==> src/rtl/uart_io.sv <==
// 8N1 UART front end: synchronised receiver into a show-ahead RX FIFO,
// TX FIFO drained by a registered-output serialiser.
module uart_io #(
  parameter int unsigned CLK_HZ     = 50_000_000,
  parameter int unsigned BAUD       = 115_200,
  parameter int unsigned FIFO_DEPTH = 16
) (
  input  logic       clk,
  input  logic       rst_n,
  input  logic       rxd,
  output logic       txd,
  output logic       uart_empty,
  output logic [7:0] uart_in,
  input  logic       uart_rdreq,
  input  logic [7:0] uart_out,
  input  logic       uart_wrreq,
  output logic       rx_overrun,
  output logic       frame_err,
  output logic       tx_overflow,
  input  logic       err_clr
);

  localparam int unsigned BIT_CYC = (CLK_HZ + BAUD / 2) / BAUD;
  localparam int unsigned CW      = $clog2(BIT_CYC + 1);
  localparam int unsigned AW      = $clog2(FIFO_DEPTH);
  localparam int unsigned LVLW    = AW + 1;

  localparam logic [CW-1:0]   CNT_LAST = CW'(BIT_CYC - 1);
  localparam logic [CW-1:0]   CNT_HALF = CW'(BIT_CYC / 2);
  localparam logic [LVLW-1:0] LVL_FULL = LVLW'(FIFO_DEPTH);

  typedef enum logic [1:0] {RX_IDLE, RX_START, RX_DATA, RX_STOP} rx_state_e;
  typedef enum logic [1:0] {TX_IDLE, TX_START, TX_DATA, TX_STOP} tx_state_e;

  logic            rx_s1_q, rx_s2_q;
  rx_state_e       rx_state_q, rx_state_d;
  logic [CW-1:0]   rx_cnt_q, rx_cnt_d;
  logic [2:0]      rx_bit_q, rx_bit_d;
  logic [7:0]      rx_sh_q, rx_sh_d;
  logic            rx_push, ferr_set;

  logic [7:0]      rx_mem_q [FIFO_DEPTH];
  logic [AW-1:0]   rx_wptr_q, rx_wptr_d, rx_rptr_q, rx_rptr_d;
  logic [LVLW-1:0] rx_lvl_q, rx_lvl_d, rx_rem;
  logic            rx_pop, rx_wr, rx_full, ovr_set;
  logic            uart_empty_q, uart_empty_d;
  logic [7:0]      uart_in_q, uart_in_d;

  tx_state_e       tx_state_q, tx_state_d;
  logic [CW-1:0]   tx_cnt_q, tx_cnt_d;
  logic [2:0]      tx_bit_q, tx_bit_d;
  logic [7:0]      tx_sh_q, tx_sh_d;
  logic            txd_q, txd_d;
  logic            tx_pop, tx_wr, tx_full, ovf_set;

  logic [7:0]      tx_mem_q [FIFO_DEPTH];
  logic [AW-1:0]   tx_wptr_q, tx_wptr_d, tx_rptr_q, tx_rptr_d;
  logic [LVLW-1:0] tx_lvl_q, tx_lvl_d;

  logic            rx_overrun_q, rx_overrun_d;
  logic            frame_err_q, frame_err_d;
  logic            tx_overflow_q, tx_overflow_d;

  // RX framing: start validated at half bit, data/stop sampled one bit later each
  always_comb begin
    rx_state_d = rx_state_q;
    rx_cnt_d   = rx_cnt_q;
    rx_bit_d   = rx_bit_q;
    rx_sh_d    = rx_sh_q;
    rx_push    = 1'b0;
    ferr_set   = 1'b0;
    case (rx_state_q)
      RX_IDLE: begin
        if (!rx_s2_q) begin
          rx_state_d = RX_START;
          rx_cnt_d   = '0;
        end
      end
      RX_START: begin
        if (rx_cnt_q == CNT_HALF) begin
          rx_cnt_d   = '0;
          rx_bit_d   = '0;
          rx_state_d = rx_s2_q ? RX_IDLE : RX_DATA;
        end else begin
          rx_cnt_d = rx_cnt_q + CW'(1);
        end
      end
      RX_DATA: begin
        if (rx_cnt_q == CNT_LAST) begin
          rx_cnt_d = '0;
          rx_sh_d  = {rx_s2_q, rx_sh_q[7:1]};
          rx_bit_d = rx_bit_q + 3'd1;
          if (rx_bit_q == 3'd7) rx_state_d = RX_STOP;
        end else begin
          rx_cnt_d = rx_cnt_q + CW'(1);
        end
      end
      RX_STOP: begin
        if (rx_cnt_q == CNT_LAST) begin
          rx_cnt_d   = '0;
          rx_state_d = RX_IDLE;
          rx_push    = rx_s2_q;
          ferr_set   = !rx_s2_q;
        end else begin
          rx_cnt_d = rx_cnt_q + CW'(1);
        end
      end
      default: rx_state_d = RX_IDLE;
    endcase
  end

  // RX FIFO; a pop frees the slot for a same-cycle push even when full
  always_comb begin
    rx_full   = (rx_lvl_q == LVL_FULL);
    rx_pop    = uart_rdreq && (rx_lvl_q != '0);
    rx_wr     = rx_push && (!rx_full || rx_pop);
    ovr_set   = rx_push && rx_full && !rx_pop;
    rx_wptr_d = rx_wptr_q + AW'(rx_wr);
    rx_rptr_d = rx_rptr_q + AW'(rx_pop);
    rx_lvl_d  = rx_lvl_q + LVLW'(rx_wr) - LVLW'(rx_pop);
    rx_rem    = rx_lvl_q - LVLW'(rx_pop);
    uart_empty_d = (rx_lvl_d == '0);
    uart_in_d    = uart_in_q;
    if (rx_rem == '0) begin
      if (rx_wr) uart_in_d = rx_sh_q;
    end else begin
      uart_in_d = rx_mem_q[rx_rptr_d];
    end
  end

  // TX serialiser; txd_d is set on the transition so each level lasts BIT_CYC clocks
  always_comb begin
    tx_state_d = tx_state_q;
    tx_cnt_d   = tx_cnt_q;
    tx_bit_d   = tx_bit_q;
    tx_sh_d    = tx_sh_q;
    txd_d      = txd_q;
    tx_pop     = 1'b0;
    case (tx_state_q)
      TX_IDLE: begin
        txd_d = 1'b1;
        if (tx_lvl_q != '0) begin
          tx_pop     = 1'b1;
          tx_sh_d    = tx_mem_q[tx_rptr_q];
          tx_cnt_d   = '0;
          tx_state_d = TX_START;
          txd_d      = 1'b0;
        end
      end
      TX_START: begin
        if (tx_cnt_q == CNT_LAST) begin
          tx_cnt_d   = '0;
          tx_bit_d   = '0;
          tx_state_d = TX_DATA;
          txd_d      = tx_sh_q[0];
        end else begin
          tx_cnt_d = tx_cnt_q + CW'(1);
        end
      end
      TX_DATA: begin
        if (tx_cnt_q == CNT_LAST) begin
          tx_cnt_d = '0;
          if (tx_bit_q == 3'd7) begin
            tx_state_d = TX_STOP;
            txd_d      = 1'b1;
          end else begin
            tx_bit_d = tx_bit_q + 3'd1;
            tx_sh_d  = {1'b0, tx_sh_q[7:1]};
            txd_d    = tx_sh_q[1];
          end
        end else begin
          tx_cnt_d = tx_cnt_q + CW'(1);
        end
      end
      TX_STOP: begin
        if (tx_cnt_q == CNT_LAST) begin
          tx_cnt_d = '0;
          if (tx_lvl_q != '0) begin
            tx_pop     = 1'b1;
            tx_sh_d    = tx_mem_q[tx_rptr_q];
            tx_state_d = TX_START;
            txd_d      = 1'b0;
          end else begin
            tx_state_d = TX_IDLE;
            txd_d      = 1'b1;
          end
        end else begin
          tx_cnt_d = tx_cnt_q + CW'(1);
        end
      end
      default: tx_state_d = TX_IDLE;
    endcase
  end

  always_comb begin
    tx_full   = (tx_lvl_q == LVL_FULL);
    tx_wr     = uart_wrreq && (!tx_full || tx_pop);
    ovf_set   = uart_wrreq && tx_full && !tx_pop;
    tx_wptr_d = tx_wptr_q + AW'(tx_wr);
    tx_rptr_d = tx_rptr_q + AW'(tx_pop);
    tx_lvl_d  = tx_lvl_q + LVLW'(tx_wr) - LVLW'(tx_pop);
  end

  // Sticky flags: a set in the clearing cycle wins
  always_comb begin
    rx_overrun_d  = ovr_set  || (rx_overrun_q  && !err_clr);
    frame_err_d   = ferr_set || (frame_err_q   && !err_clr);
    tx_overflow_d = ovf_set  || (tx_overflow_q && !err_clr);
  end

  always_ff @(posedge clk) begin
    if (rx_wr) rx_mem_q[rx_wptr_q] <= rx_sh_q;
    if (tx_wr) tx_mem_q[tx_wptr_q] <= uart_out;
  end

  always_ff @(posedge clk or negedge rst_n) begin
    if (!rst_n) begin
      rx_s1_q       <= 1'b1;
      rx_s2_q       <= 1'b1;
      rx_state_q    <= RX_IDLE;
      rx_cnt_q      <= '0;
      rx_bit_q      <= '0;
      rx_sh_q       <= '0;
      rx_wptr_q     <= '0;
      rx_rptr_q     <= '0;
      rx_lvl_q      <= '0;
      uart_empty_q  <= 1'b1;
      uart_in_q     <= '0;
      tx_state_q    <= TX_IDLE;
      tx_cnt_q      <= '0;
      tx_bit_q      <= '0;
      tx_sh_q       <= '0;
      txd_q         <= 1'b1;
      tx_wptr_q     <= '0;
      tx_rptr_q     <= '0;
      tx_lvl_q      <= '0;
      rx_overrun_q  <= 1'b0;
      frame_err_q   <= 1'b0;
      tx_overflow_q <= 1'b0;
    end else begin
      rx_s1_q       <= rxd;
      rx_s2_q       <= rx_s1_q;
      rx_state_q    <= rx_state_d;
      rx_cnt_q      <= rx_cnt_d;
      rx_bit_q      <= rx_bit_d;
      rx_sh_q       <= rx_sh_d;
      rx_wptr_q     <= rx_wptr_d;
      rx_rptr_q     <= rx_rptr_d;
      rx_lvl_q      <= rx_lvl_d;
      uart_empty_q  <= uart_empty_d;
      uart_in_q     <= uart_in_d;
      tx_state_q    <= tx_state_d;
      tx_cnt_q      <= tx_cnt_d;
      tx_bit_q      <= tx_bit_d;
      tx_sh_q       <= tx_sh_d;
      txd_q         <= txd_d;
      tx_wptr_q     <= tx_wptr_d;
      tx_rptr_q     <= tx_rptr_d;
      tx_lvl_q      <= tx_lvl_d;
      rx_overrun_q  <= rx_overrun_d;
      frame_err_q   <= frame_err_d;
      tx_overflow_q <= tx_overflow_d;
    end
  end

  assign txd         = txd_q;
  assign uart_empty  = uart_empty_q;
  assign uart_in     = uart_in_q;
  assign rx_overrun  = rx_overrun_q;
  assign frame_err   = frame_err_q;
  assign tx_overflow = tx_overflow_q;

endmodule

==> config.mk <==
export PLATFORM = sky130hd
export DESIGN_NAME = uart_io
export DESIGN_NICKNAME = d
export VERILOG_FILES = /design/src/rtl/uart_io.sv
export SDC_FILE = /design/constraint.sdc
export NUM_CORES = 1
export LEC_CHECK = 0
export CAP_MARGIN = 20
export CORE_MARGIN = 2
export CORE_UTILIZATION = 54
export DETAILED_ROUTE_END_ITERATION = 7
export GPL_ROUTABILITY_DRIVEN = 0
export PLACE_DENSITY = 0.71
export SLEW_MARGIN = 20
export SYNTH_ARGS = -nofsm -noshare
export SYNTH_HDL_FRONTEND = slang
export SYNTH_SLANG_ARGS = --single-unit
==> constraint.sdc <==
create_clock -name clk -period 3.3 [get_ports clk]
set_input_delay 0.66 -clock clk [delete_from_list [all_inputs] [get_ports clk]]
set_output_delay 0.66 -clock clk [all_outputs]
set_load 0.03 [all_outputs]
After elaboration in Yosys (flattened, before gate mapping)
Memories as Yosys holds them, arrays and structs flattened.
Cells that the tools add are included.
Storage, ports and cells
  flip-flop bits (word level): 85
  RAM bits: 256
  bits of input ports: 14
  output and inout bits: 13
  word-level logic and storage cells: 153
  memories: 2
Cells by class
  $add $sub $neg: 13
  equal/unequal tests: 25
  muxes and demuxes: 52
  reductions and logical operators: 39
Memories
  rx_mem_q: depth 16, bits a word 8, read ports 1, clocked after Yosys merged registers in 0, wr ports 1, RTL line 42  | logic [7:0] rx_mem_q [FIFO_DEPTH];
  tx_mem_q: depth 16, bits a word 8, read ports 1, clocked after Yosys merged registers in 0, wr ports 1, RTL line 56  | logic [7:0] tx_mem_q [FIFO_DEPTH];
Operators with widths (number)
  $mux 8: 6
  $mux 9: 5
  $pmux 9 s3: 1
  $ne 2x2->1 const B: 12
  $pmux 8 s3: 1
  $mux 2: 11
  $add 9x1->9 const B: 2
  $eq 9x9->1 const B: 2
  $pmux 9 s2: 1
  $add 4x1->4: 4
  $mux 1: 16
  $pmux 2 s4: 2
  $mux 3: 5
  $sub 5x1->5: 3
  $pmux 3 s2: 2
  $add 5x1->5: 2
  $eq 5x5->1 const B: 2
  $logic_and 1x1->1: 10
  $logic_not 5->1: 2
  $reduce_and 5->1: 2
  $reduce_bool 5->1: 2
  $eq 9x8->1 const B: 1
  $eq 2x2->1 const B: 4
  $reduce_and 4->1: 2
  14 further kinds: 29

Logic depth before layout (Yosys ltp)
Gate-level depths: netlist (run 1).
  depth after elaboration: 8
  gate-level depth with buffers: 16

Least setup slack after synthesis (run 1)
Ideal clock, no wire load.
  path kind: flip-flop to flip-flop
  from: register rx_lvl_q[2]
  to: register uart_in_q[6], in the netlist uart_in[6]
  arrival time: 2.815 ns
  data required time: 3.160 ns
  path slack: 0.345 ns
  cell stages (with the launch flop): 12
  path buffers: 2
  period minus slack after synthesis: 2.955 ns
  cells stage by stage: dfrtp_1 -> inv_1 -> ha_1 -> inv_1 -> o41a_1 -> ha_1 -> buf_2 -> buf_2 -> mux4_2 -> mux2_2 -> o21ai_0 -> mux2i_1
Between the ends
  word-level cells in the longest chain between the ends: 5
  elaborated cells between the ends (all ways): 12
Ends and longest elaborated chain
  from (decl): RTL line 44  | logic [LVLW-1:0] rx_lvl_q, rx_lvl_d, rx_rem;
  from (signal assigned): RTL line 249  | rx_lvl_q <= rx_lvl_d;
  $reduce_bool 5->1: RTL line 115  | rx_pop = uart_rdreq && (rx_lvl_q != '0);
  $logic_and 1x1->1: RTL line 115
  $add 4x1->4: RTL line 119  | rx_rptr_d = rx_rptr_q + AW'(rx_pop);
  named net rx_rptr_d[0]: RTL line 43  | logic [AW-1:0] rx_wptr_q, rx_wptr_d, rx_rptr_q, rx_rptr_d;
  $mem_v2 16x8
  $mux 8: RTL line 124  | if (rx_rem == '0) begin
  to (signal assigned): RTL line 251  | uart_in_q <= uart_in_d;
  to (decl): RTL line 47  | logic [7:0] uart_in_q, uart_in_d;
The timed path passes the listed nets, and every way through them passes these cells.
A chain may end at the register's enable or synchronous reset.

Worst setup path after layout (run 1)
  from: register rx_lvl_q[2]
  to: register uart_in_q[2], in the netlist uart_in[2]
Same word-level chain as after synthesis.

==> flow_summary.json, run 1 <==
{
  "numPortBuffers": 26,
  "critPathCaptureType": "flip-flop",
  "grt.overflow.total": 0,
  "synth_cell_types": 62,
  "path_clk_slew_ps": 60,
  "antenna_found_initial": 1,
  "h-tree-depth": 2,
  "synth-seq-cells": 341,
  "clock-sinks": 341,
  "synthesis.area_mm2": 0.0143,
  "syn_avg_cell_area_um2": 16.7,
  "hold_path.class": "in2async",
  "syn_nets": 905,
  "grt_pass1_wl_um": 43400,
  "required_ps": 3680,
  "synth_warnings": 0,
  "critical_path_class": "reg2reg",
  "die_width_um": 167,
  "crit_fanout": 14,
  "ant_nets": 0,
  "finalMaxSlewViolations": 0,
  "hpwlAfterDp_um": 16900,
  "dp.cells": 1230,
  "die_area_mm2": 0.0278,
  "start_util_pct": 54.9,
  "cts_tree": "yes",
  "vias_per_cell": 5.86,
  "drt_iter0_markers": 662,
  "ys_seq_area_share_pct": 68.7,
  "fin_skew_ps": 18.5,
  "cp_data_arrival_time_ps": 3420,
  "slew_headroom_pct": 42.9,
  "stdcell_count": 1295,
  "antenna_cells": 0,
  "ios": 27,
  "cp-start-kind": "flip-flop",
  "status": "finished clean",
  "dr.pass1.iters": 5,
  "ys.flop_type": "edfxtp_1",
  "route.detailed.wl_per_inst_um": 20.7,
  "synthCells": 854,
  "synth_edf_count": 256,
  "core_mm2": 0.0261,
  "root_buffer": "clkbuf_16",
  "ys_async_sr_fraction_pct": 24.9,
  "fmax_mhz": 329,
  "setup_violations": 0,
  "grt_util_all_layers_pct": 20.1,
  "p_leak_nw": 6.44,
  "maxCapViolCount": 0,
  "rsz0062_at_grt": "false",
  "num_vias": 7589,
  "dieHeight_um": 167,
  "wl_um": 26800,
  "drc": 0,
  "cts_resized": 0,
  "postLayoutCellArea_mm2": 0.0165,
  "syn2layout_area_growth_pct": 15.2,
  "irDropWorstVdd_mv": 1.11,
  "cts_made_buffers": 36,
  "min_period_over_period_pct": 92.0,
  "placed_area_mm2": 0.0152,
  "p_per_area_mw_per_mm2": 693,
  "layout-drive-gt1-share_pct": 21.7,
  "fin_nets": 984,
  "hold_buffers": 0,
  "tightest_slew_ps": 849,
  "tns_ps": 0,
  "finalHoldViolCount": 0,
  "grt_max_degree": 50,
  "fin_crit_ps": 3030,
  "post_cts.repair.setup_buffers": 0,
  "grt_pass1_vias": 7842,
  "insertion_delay_ps": 510,
  "cts_buffer_depth": 3,
  "rows": 59
}
layer usage:
| metal | wire, um | share of wire (%) | track usage (%) |
|---|---|---|---|
| met2 | 13200 | 49 | 33.2 |
| met5 | 0 | 0 | 0 |
| met1 | 11600 | 43 | 27.8 |
| met4 | 692 | 2.6 | 6.03 |
| met3 | 1370 | 5.1 | 3.21 |
cell usage in the layout, fill, tap and decap left out, types with 25 or more instances in the layout:
master,n
edfxtp_1,256
dfrtp_1,80
mux4_2,64
buf_4,44
nor2_1,43
inv_1,39
nand2_1,37
clkbuf_16,36
ha_1,34
o21ai_0,31
mux2i_1,29
clkdlybuf4s50_1,25
through the flow:
stage               utilization [%]  setup WS, ps  total power [mW]  hold slack, ps
global route                   63.2          46.1              11.9             242
floorplan                         -           345              6.66             345
finish                         63.2           265              11.4             195
global placement               58.5           250              7.34             346
detailed placement             58.5           114              7.40             347
CTS                            63.2          76.9              11.5             202
path summary, 6_finish.rpt:
kind                            depth (start not counted)             startpoint                      end  slack (ps)
worst max-delay path                                   10  rx_lvl_q[2]$_DFF_PN0_   uart_in[2]$_DFFE_PN0P_         270
worst min-delay path                                    1                  rst_n  rx_cnt_q[5]$_DFFE_PN0P_         200
worst max register to register                         10  rx_lvl_q[2]$_DFF_PN0_   uart_in[2]$_DFFE_PN0P_         270
worst min register to register                          0      rx_s1_q$_DFF_PN1_        rx_s2_q$_DFF_PN1_         350
max in group asynchronous                               2                  rst_n   tx_rptr_q[0]$_DFF_PN0_        2330
min in group clk                                        0      rx_s1_q$_DFF_PN1_        rx_s2_q$_DFF_PN1_         350
cells in the mapped netlist, types with 4 or more instances:
cell type	instances	share of area (%)
a21oi_1	22	0.77
a22oi_1	14	0.74
clkbuf_1	14	0.37
nor3_1	16	0.56
dfrtp_1	81	14
edfxtp_1	256	54
o21ai_0	31	1.1
nand4b_1	7	0.43
nand3_1	15	0.53
xnor2_1	10	0.61
mux2i_1	29	2.0
and3_1	6	0.26
inv_1	39	1.0
mux2_2	17	1.3
nand2b_1	8	0.35
buf_2	10	0.35
nor2_1	43	1.1
ha_1	35	3.1
a211oi_1	7	0.37
buf_4	4	0.21
nand2_1	37	0.97
mux4_2	64	10
nor3b_1	4	0.21
a21o_1	5	0.26
o22ai_1	6	0.26
o31ai_1	4	0.21
xor2_1	12	0.74
dfstp_2	4	0.74
cells by family (layout without fill, tap and decap cells):
family                   Yosys count  count (layout)  share of synthesized area (%)
AND/OR/NAND/NOR                  161             161                           5.86
buffers and inverters             72             178                           2.12
XOR/XNOR                          22              22                           1.35
multiplexers                     110             110                           13.5
flip-flops                       341             341                           68.7
adder cells (fa/ha/maj)           37              37                           3.34
AO/OA/AOI/OAI                    111             111                           5.18
worst max-delay path, stage by stage (launching register included):
cell     delay (ps)
dfrtp_1         430
inv_1           170
ha_1            200
inv_1            60
o41a_1          360
ha_2            410
buf_12          190
mux4_2          520
mux2_2          290
o21ai_0         180
mux2i_1         110
final cells by class:
type | instances | area (um2)
clock buffers | 42 | 943
repair buffers | 73 | 661
fillers | 1833 | 9590
flip-flops and latches | 341 | 9820
inverters | 40 | 150
clock inverters | 23 | 284
well taps | 335 | 419
multi-input cells | 441 | 4190
sequential cells by signal, indices dropped and copies added, names as in the netlist, 2 cells and up, named ones only:
register / count
tx_lvl_q: 5
tx_state_q: 2
tx_rptr_q: 4
tx_bit_q: 3
rx_bit_q: 3
uart_in: 8
tx_mem_q: 128
rx_mem_q: 128
rx_lvl_q: 5
rx_rptr_q: 4
rx_wptr_q: 4
tx_wptr_q: 4
rx_sh_q: 8
tx_sh_q: 8
rx_cnt_q: 9
tx_cnt_q: 9
power by group:
group	total [mW]	switching, mW	leakage, nW	internal [mW]
combinational	2.14	1.16	2.13	0.974
clock	4.12	1.60	0.599	2.53
sequential	5.15	0.211	3.72	4.94
total	11.4	2.97	6.44	8.44
Power figures use the tool's default switching activity.
==> run 2, diff against run 1 <==
CAP_MARGIN = unset   (was 20)
CORE_UTILIZATION = 55   (was 54)
PLACE_DENSITY = 0.72   (was 0.71)
SLEW_MARGIN = 5   (was 20)
==> flow_summary.json, run 2 (synthesis gave the netlist of run 1 again) <==
{
  "status": "finished clean",
  "fin_skew_ps": 18.9,
  "ant_nets": 0,
  "fin_util_pct": 63.7,
  "setup_violations": 0,
  "dieHeight_um": 165,
  "vias_per_cell": 5.84,
  "cpPeakStageDelay_ps": 440,
  "antenna_found_initial": 0,
  "maxCapViolCount": 0,
  "grt.overflow.total": 0,
  "start_util_pct": 55.5,
  "dr.pass1.iters": 4,
  "p_leak_nw": 6.42,
  "finalMaxSlewViolations": 0,
  "p_per_area_mw_per_mm2": 683,
  "route.detailed.wl_per_inst_um": 20.7,
  "final_common_cell": "edfxtp_1",
  "seq_power_share_pct": 46.0,
  "drc": 0,
  "ios": 27,
  "syn2layout_area_growth_pct": 14.8,
  "tns_ps": 0,
  "cp-start-kind": "flip-flop",
  "grt_pass1_vias": 7604,
  "grt_max_degree": 44,
  "h-tree-depth": 2,
  "antenna_cells": 0,
  "crit_fanout": 7,
  "min_period_over_period_pct": 92.0,
  "worst_slack_ps": 264,
  "hpwlAfterDp_um": 17000,
  "post_cts.repair.setup_buffers": 0,
  "totalPowerFinal_mw": 11.2,
  "reg_top3": "rx_mem_q x128, tx_mem_q x128",
  "slew_headroom_pct": 43.9,
  "mostFrequentLayoutCells": "edfxtp_1 (256), dfrtp_1 (80), mux4_2 (64)",
  "numPortBuffers": 26,
  "slowest_stage": "dfrtp_1",
  "p_sw_mw": 2.97,
  "swShare_pct": 26.5,
  "layout-drive-gt1-share_pct": 21.2,
  "die_width_um": 165,
  "grt_pass1_wl_um": 42400,
  "worstPathCellList": "nand4b_1 > nor4_2 > buf_4 > nand2_1 > ha_1 > inv_1 > ha_1 > inv_1 > fa_1 > nor2_1 > nor2_1 > o21bai_1 > xnor2_1 > nor4_1",
  "hold_path.class": "in2async",
  "path_clk_slew_ps": 60,
  "cts_resized": 0,
  "die_area_mm2": 0.0273,
  "num_vias": 7578,
  "rows": 59,
  "clkPwrFrac_pct": 34.7,
  "cp_data_arrival_time_ps": 3440,
  "intPower_mw": 8.23,
  "root_buffer": "clkbuf_16",
  "wl_um": 26800,
  "critPathCaptureType": "flip-flop",
  "grt_util_all_layers_pct": 20.6,
  "tightest_slew_ps": 833,
  "insertion_delay_ps": 520,
  "cts_buffer_depth": 3,
  "cts_tree": "yes",
  "combPwrFrac_pct": 19.3,
  "drt_iter0_markers": 661,
  "irDropWorstVdd_mv": 1.08,
  "fin_crit_ps": 3040,
  "fmax_mhz": 329,
  "place_ws_ps": 174,
  "hold_buffers": 0,
  "core_mm2": 0.0258,
  "finalHoldViolCount": 0,
  "cts_made_buffers": 36,
  "clock-sinks": 341,
  "fin_nets": 987,
  "required_ps": 3700,
  "critical_path_class": "reg2reg"
}
run 2: through the flow:
step | instance area [um2] | cells | hold slack (ps)
after floorplan | 14300 | 854 | 345
final | 16400 | 1297 | 124
after CTS | 16400 | 1297 | 146
after global placement | 15300 | 1233 | 347
after global routing | 16400 | 1297 | 156
after detailed placement | 15300 | 1233 | 349
run 2: cell type report:
class / count / area [um2]
well taps: 335 / 419
inverters: 40 / 150
flip-flops and latches: 341 / 9820
clock inverters: 18 / 169
multi-input cells: 441 / 4190
clock buffers: 46 / 970
fillers: 1807 / 9350
repair buffers: 76 / 696
run 2: final timing paths:
path / start / to / slack [ps] / cells past startpoint
setup reg to reg: rx_cnt_q[6]$_DFFE_PN0P_ / uart_empty$_DFF_PN1_ / 260 / 14
hold reg to reg: rx_s1_q$_DFF_PN1_ / rx_s2_q$_DFF_PN1_ / 360 / 0
min in group clk: rx_s1_q$_DFF_PN1_ / rx_s2_q$_DFF_PN1_ / 360 / 0
setup / recovery: rx_cnt_q[6]$_DFFE_PN0P_ / uart_empty$_DFF_PN1_ / 260 / 14
hold / removal: rst_n / rx_lvl_q[4]$_DFF_PN0_ / 120 / 1
max in group asynchronous: rst_n / rx_s1_q$_DFF_PN1_ / 2460 / 2
run 2: power groups by stage:
stage	clock, mW	combinational, mW	sequential [mW]
floorplan	0	1.41	5.25
global placement	0	2.13	5.22
detailed placement	0	2.17	5.24
CTS	3.96	2.19	5.16
global route	4.14	2.38	5.19
finish	3.89	2.16	5.16
run 2: critical path, delay by kind of cell, from the launching register on:
kind                     cells  cell delay, ps
AND/OR/NAND/NOR              6            1130
adder cells (fa/ha/maj)      3             810
flip-flops                   1             440
buffers and inverters        3             270
AO/OA/AOI/OAI                1             150
XOR/XNOR                     1             120
run 2: metal layers:
layer / vias to the layer above / wire, um / GRT usage [%]
li1: 3488 / - / -
met1: 3884 / 11900 / 29.1
met2: 165 / 13300 / 34.1
met3: 41 / 1090 / 2.77
met4: 0 / 549 / 5.85
met5: - / 0 / 0
